[src/rtl/servo_pwm_decoder.sv]
// RC-servo PWM receiver: measures the high time of pwm_in and converts it back
// to the 8-bit position code, flagging malformed pulses and loss of signal.
module servo_pwm_decoder #(
    parameter int MIN_CLKS       = 100000,
    parameter int TICK_CLKS      = 393,
    parameter int MAX_CODE       = 254,
    parameter int VALID_MIN_CLKS = 80000,
    parameter int VALID_MAX_CLKS = 220000,
    parameter int TIMEOUT_CLKS   = 2500000
) (
    input  logic        clk,
    input  logic        reset,
    input  logic        pwm_in,
    output logic [7:0]  position,
    output logic        position_valid,
    output logic [17:0] pulse_width,
    output logic        pulse_error,
    output logic        signal_lost
);

    localparam int PRE_W = (TICK_CLKS > 1) ? $clog2(TICK_CLKS) : 1;
    localparam int TO_W  = $clog2(TIMEOUT_CLKS + 1);

    localparam logic [17:0]      MIN_V    = 18'(MIN_CLKS);
    localparam logic [17:0]      VMIN_V   = 18'(VALID_MIN_CLKS);
    localparam logic [17:0]      VMAX_V   = 18'(VALID_MAX_CLKS);
    localparam logic [PRE_W-1:0] PRE_LAST = PRE_W'(TICK_CLKS - 1);
    localparam logic [TO_W-1:0]  TO_V     = TO_W'(TIMEOUT_CLKS);
    localparam logic [TO_W-1:0]  TO_LAST  = TO_W'(TIMEOUT_CLKS - 1);
    localparam logic [7:0]       CODE_MAX = 8'(MAX_CODE);

    typedef enum logic [1:0] {WAIT_LOW, IDLE, HIGH} state_t;

    function automatic logic [17:0] width_inc(input logic [17:0] w);
        return (w == 18'h3FFFF) ? w : w + 18'd1;
    endfunction

    function automatic logic [7:0] code_inc(input logic [7:0] c);
        return (c >= CODE_MAX) ? CODE_MAX : c + 8'd1;
    endfunction

    state_t           state;
    logic             sync_p0;
    logic             s;
    logic             s_d;
    logic             rise;
    logic             fall;
    logic [17:0]      width_cnt;
    logic [17:0]      width_next;
    logic [PRE_W-1:0] presc;
    logic [7:0]       acc;
    logic [TO_W-1:0]  to_cnt;

    assign rise       = s & ~s_d;
    assign fall       = ~s & s_d;
    assign width_next = width_inc(width_cnt);

    // Synchronizer resets to 1 so a line already high at reset release shows
    // no rise and WAIT_LOW holds until a genuine low is seen.
    always_ff @(posedge clk or posedge reset) begin
        if (reset) begin
            sync_p0        <= 1'b1;
            s              <= 1'b1;
            s_d            <= 1'b1;
            state          <= WAIT_LOW;
            width_cnt      <= '0;
            presc          <= '0;
            acc            <= '0;
            to_cnt         <= '0;
            position       <= '0;
            pulse_width    <= '0;
            position_valid <= 1'b0;
            pulse_error    <= 1'b0;
            signal_lost    <= 1'b1;
        end else begin
            sync_p0        <= pwm_in;
            s              <= sync_p0;
            s_d            <= s;
            position_valid <= 1'b0;
            pulse_error    <= 1'b0;

            if (rise) begin
                to_cnt <= '0;
            end else if (to_cnt != TO_V) begin
                to_cnt <= to_cnt + 1'b1;
                if (to_cnt == TO_LAST) signal_lost <= 1'b1;
            end

            case (state)
                WAIT_LOW: begin
                    if (!s) state <= IDLE;
                end
                IDLE: begin
                    if (rise) begin
                        state     <= HIGH;
                        width_cnt <= 18'd1;
                        presc     <= '0;
                        acc       <= '0;
                    end
                end
                HIGH: begin
                    if (s) begin
                        if (width_cnt >= VMAX_V) begin
                            pulse_error <= 1'b1;
                            state       <= WAIT_LOW;
                        end else begin
                            width_cnt <= width_next;
                            // Each TICK_CLKS clocks beyond MIN_CLKS adds one code LSB.
                            if (width_next > MIN_V) begin
                                if (presc == PRE_LAST) begin
                                    presc <= '0;
                                    acc   <= code_inc(acc);
                                end else begin
                                    presc <= presc + 1'b1;
                                end
                            end
                        end
                    end else if (fall) begin
                        state <= IDLE;
                        if (width_cnt < VMIN_V) begin
                            pulse_error <= 1'b1;
                        end else begin
                            position       <= acc;
                            pulse_width    <= width_cnt;
                            position_valid <= 1'b1;
                            signal_lost    <= 1'b0;
                        end
                    end
                end
                default: state <= WAIT_LOW;
            endcase
        end
    end

endmodule
[config.mk]
export PLATFORM = sky130hd
export DESIGN_NAME = servo_pwm_decoder
export DESIGN_NICKNAME = d
export VERILOG_FILES = /design/src/rtl/servo_pwm_decoder.sv
export SDC_FILE = /design/constraint.sdc
export NUM_CORES = 1
export LEC_CHECK = 0
export ABC_CLOCK_PERIOD_IN_PS = 4100
export CAP_MARGIN = 20
export CORE_ASPECT_RATIO = 1.4
export CORE_MARGIN = 2
export CORE_UTILIZATION = 40
export CTS_BUF_LIST = sky130_fd_sc_hd__clkbuf_4
export DETAILED_ROUTE_END_ITERATION = 10
export GPL_ROUTABILITY_DRIVEN = 0
export HOLD_SLACK_MARGIN = 0.12
export PLACE_DENSITY = 0.6
export REMOVE_ABC_BUFFERS = 1
export SLEW_MARGIN = 10
export SYNTH_ARGS = -nofsm -noshare
export SYNTH_HDL_FRONTEND = slang
export SYNTH_SLANG_ARGS = --single-unit
[constraint.sdc]
create_clock -name clk -period 4.1 [get_ports clk]
set_clock_uncertainty 0.15 [all_clocks]
set_input_delay 0.41 -clock clk [delete_from_list [all_inputs] [get_ports clk]]
set_output_delay 0.41 -clock clk [all_outputs]
set_load 0.02 [all_outputs]
Word level (Yosys, flattened, before mapping)
Index checks and enable logic that the tools add are counted.
- output and inout bits: 29
- flip-flop bits (word level): 91
- input bits: 3
- logic and storage cells: 90
- mux-type cells: 42
- $lt $le $gt $ge: 4
- eq/ne operators: 14
- bitwise logic cells: 5
- reductions and logical operators: 8
- add/subtract/negate cells: 4
- operators by type and width (cell ; number):
    $mux 18 ; 4
    $mux 8 ; 6
    $mux 9 ; 5
    $mux 22 ; 2
    $pmux 18 s2 ; 1
    $add 22x1->22 const B ; 1
    $eq 22x22->1 const B ; 1
    $ne 22x22->1 const B ; 1
    $add 18x1->18 const B ; 1
    $eq 18x18->1 const B ; 1
    $ge 18x18->1 const B ; 1
    $gt 18x17->1 const B ; 1
    $lt 18x17->1 const B ; 1
    $pmux 9 s2 ; 1
    $mux 1 ; 16
    $pmux 8 s2 ; 1
    $ne 2x2->1 const B ; 6
    $reduce_and 4->1 ; 3
    $mux 2 ; 5
    $add 9x1->9 const B ; 1
    $eq 9x9->1 const B ; 1
    $add 8x1->8 const B ; 1
    $ge 8x8->1 const B ; 1
    $ne 3x3->1 const B ; 2
    other kinds (9) ; 13

Depth between registers and ports, before layout
- word-level depth: 8
- depth in mapped cells: 12
- depth with buffers taken out: 10

Worst setup path before layout
OpenSTA, ideal clock, no wires.
- kind: flip-flop to flip-flop
- start point: register width_cnt[0]
- end point: register acc[5]
- library setup time: 120 ps
- required time: 3830 ps
- path buffers: 0
- data arrival time: 2698 ps
- slack: 1132 ps
- clock period less this slack: 2968 ps
- cell stages (with the launch flop): 11
- cell sequence: dfrtp_1 ha_1 nand4_4 or3_1 xnor2_1 o211ai_1 a221o_1 mux2i_4 o21ai_2 or4b_1 o211a_1
- longest elaborated chain between the ends: 5
- elaborated cells between the ends (all ways): 8
- classes of those cells: add/sub (1); order compare (2); eq/ne (3); mux (1); reduce/logical (1)
- ends and longest elaborated chain (what ; RTL line ; RTL):
    start, declared ; 48 ; logic [17:0] width_cnt;
    start signal, assigned ; 107 ; width_cnt <= width_next;
    $add 18x1->18 / $eq 18x18->1 (equally long branches) ; 35 ; return (w == 18'h3FFFF) ? w : w + 18'd1;
    $mux 18 ; 35 ;
    $gt 18x17->1 ; 109 ; if (width_next > MIN_V) begin
    $ne 2x2->1 (no source line) ; -- ;
    $reduce_and 6->1 (no source line) (*) ; -- ;
    end signal, assigned ; 112 ; acc <= code_inc(acc);
    end, declared ; 51 ; logic [7:0] acc;
Every way passes the cells marked *; elsewhere a longest branch is shown, timed or not.
A chain may end at the register's enable or synchronous reset.

Worst setup path after layout
Same ends and word-level chain as after synthesis.

==> results.yml <==
clocking:
  root_buffer: "clkbuf_4"
  hold_buffers: 1
  htreeDepth: 3
  post_cts_resized: 0
  cts.reportedPaths.clkPinSlew_ps: 150
  cts_setup_buffers: 0
  cts_sinks: 91
  clk_latency_ps: 460
  clk_path_buf_depth: 2
  cts_made_buffers: 9
  cts_tree: "yes"
floorplan:
  rows: 48
  die_area_mm2: 0.0133
  core_mm2: 0.0122
  ios: 32
  initial_utilization_pct: 40.5
  die_w_um: 97.9
  die_h_um: 136
cells_and_area:
  area_growth_pct: 11.8
  finalInstanceArea_mm2: 0.00553
  drive_above_1_share_pct: 13.1
  fillCellCount: 1163
  final_nets: 540
sta:
  min_period_over_period_pct: 85.1
  drv_slew: 0
  finalSetupViolCount: 0
  slew_headroom_pct: 51.4
  rsz0062_at_grt: "false"
  setup_tns_ps: 0
  timing_hold_violations_final: 0
  clock.fmax_ghz: 0.286
  tightest_slew_ps: 728
  layout_min_cycle_time_ps: 3490
power:
  leakage_nw: 2.40
  power_density_mw_per_mm2: 296
  vdd_drop_max_mv: 0.201
  totalPowerFinal_mw: 1.64
synth:
  yosysSeqAreaShare_pct: 46.2
  ys_top_cells_by_count: "87 x dfrtp_1, 56 x nor2_1, 36 x nand2_1"
  synth.yosys.warnings: 0
  yosysTopAreaCellShare_pct: 44.1
  synth_edf_count: 0
  yosysUniqueCellTypes: 69
  synth.cell_area_mm2: 0.00494
  synth_flop_cell: "dfrtp_1"
  syn_avg_cell_area_um2: 9.75
  ys_async_sr_fraction_pct: 100
  ys_ff_latch: 91
  yosysMostFrequentCell: "dfrtp_1"
  ys_top_cells_by_area: "dfrtp_1 44%, mux2_2 5.7%, nor2_1 4.3%"
  postSynthCellCount: 507
  yosysTopAreaCell: "dfrtp_1"
critical_path:
  path_delay_family: "simple AND/OR/NAND/NOR gates"
  cp_slowest_cell: "or4b_1"
  worstPathCellList: "ha_1 > nand4_4 > nor3_2 > nand4_1 > a31oi_1 > nor4_2 > a211oi_1 > o21ai_2 > or4b_1 > o211a_1"
  endpoint_kind: "flop"
  critPathLaunchType: "flop"
  cp_data_required_time_ps: 4310
  path_max_fanout: 13
  cp_data_arrival_time_ps: 3700
  critPathMaxStageDelay_ps: 520
  worstSetupPathType: "reg2reg"
  worst-path-buf-inv: 0
routing:
  first_pass_iters: 4
  drt-initial-drc-count: 175
  drtAntennaViolNets: 0
  vias: 3844
  vias_per_cell: 5.61
  wl_per_cell_um: 15.4
  route.detailed.drc: 0
  wirelength_mm: 10.5
global_route:
  first_global_vias: 3851
  grtUsageMet3_pct: 3.10
  busiest_layer: "met2"
  grt_antenna_before_repair: 1
  grt_max_degree: 35
  met1_usage_pct: 20.9
  grt_use_met2_pct: 28.4
  track_usage_pct: 16.9
  grt-ovfl-total: 0
  grt_pass1_wl_mm: 18.2
placement:
  dp_hpwl_mm: 7.32
  port_buffers: 31
  dpl-instance-area_mm2: 0.00537
status:
  status: "completed"
worst_hold_path:
  worstHoldPathType: "reg2reg"
run:
  maxCapViolCount: 0
==> cells in the final DEF (no fill, tap or decap), types with 9 or more instances in the layout <==
master            n
xnor2_1          12
nor3_1           10
o22ai_1           9
clkdlybuf4s50_1  31
nor2_1           56
mux2_2           25
inv_1            20
a21oi_1          26
xor2_1           19
dfrtp_1          87
and3_1           15
nand2_1          36
o21ai_0          13
nand3_1          26
clkbuf_4          9
nand4_1          12
==> through the flow <==
step           hold WS (ps)  setup WS [ps]  std cells  util (%)
2_1_floorplan           195            467        478         -
3_3_place_gp            200            804        667      44.0
3_5_place_dp            197            667        667      44.0
4_1_cts                 192            632        684      45.3
5_1_grt                 211            354        685      45.3
6_report                221            610        685      45.3
==> where the power goes <==
group,switching [mW],leakage [nW],internal [mW]
clock network,0.330,0.0746,0.190
logic,0.0942,1.08,0.0540
registers,0.0434,1.24,0.926
==> flip-flops by register name (all words and copies together), names as in the netlist <==
| name | count |
|---|---|
| signal_lost | 1 |
| state | 2 |
| position_valid | 1 |
| s_d | 1 |
| acc | 8 |
| sync_p0 | 1 |
| pulse_error | 1 |
| pulse_width | 18 |
| presc | 9 |
| s | 1 |
| to_cnt | 22 |
| position | 8 |
| width_cnt | 18 |
==> final timing paths <==
check	start	slack, ps	to	depth (start not counted)
worst max register to register	width_cnt[0]	610	acc[5]	10
worst min-delay path	sync_p0	220	s	0
worst min register to register	sync_p0	220	s	0
min in group asynchronous	reset	670	pulse_width[14]	3
worst max-delay path	width_cnt[0]	610	acc[5]	10
max in group asynchronous	reset	2270	s_d	4
==> routing by layer <==
metal / up-vias / part of all wire [%]
met4: 0 / 2.8
met2: 74 / 50
met3: 27 / 2.6
li1: 1859 / -
met1: 1884 / 44
met5: - / 0
==> logic make-up (layout without fill, tap and decap cells) <==
logic type,count (synthesis),after routing,share of synthesized area [%]
muxes,30,30,6.96
buffers and inverters,50,77,4.38
other,0,1,0
adders and majority gates,8,8,2.03
DFF,91,91,46.2
AOI/OAI and AO/OA,95,95,12.7
xor gates and xnor gates,31,31,5.49
and+or+nand+nor,202,202,22.3
==> final cells by class <==
class                           instances  area, um^2  area share [%]
Antenna cell                            1        2.50          0.0453
Multi-Input combinational cell        366        2450            44.3
Sequential cell                        91        2280            41.3
Inverter                               21        80.1            1.45
Clock buffer                            9        67.6            1.22
Timing Repair Buffer                   40         380            6.88
Tap cell                              150         188            3.40
Clock inverter                          7        76.3            1.38
No activity file was read; power rests on OpenSTA's default activity.
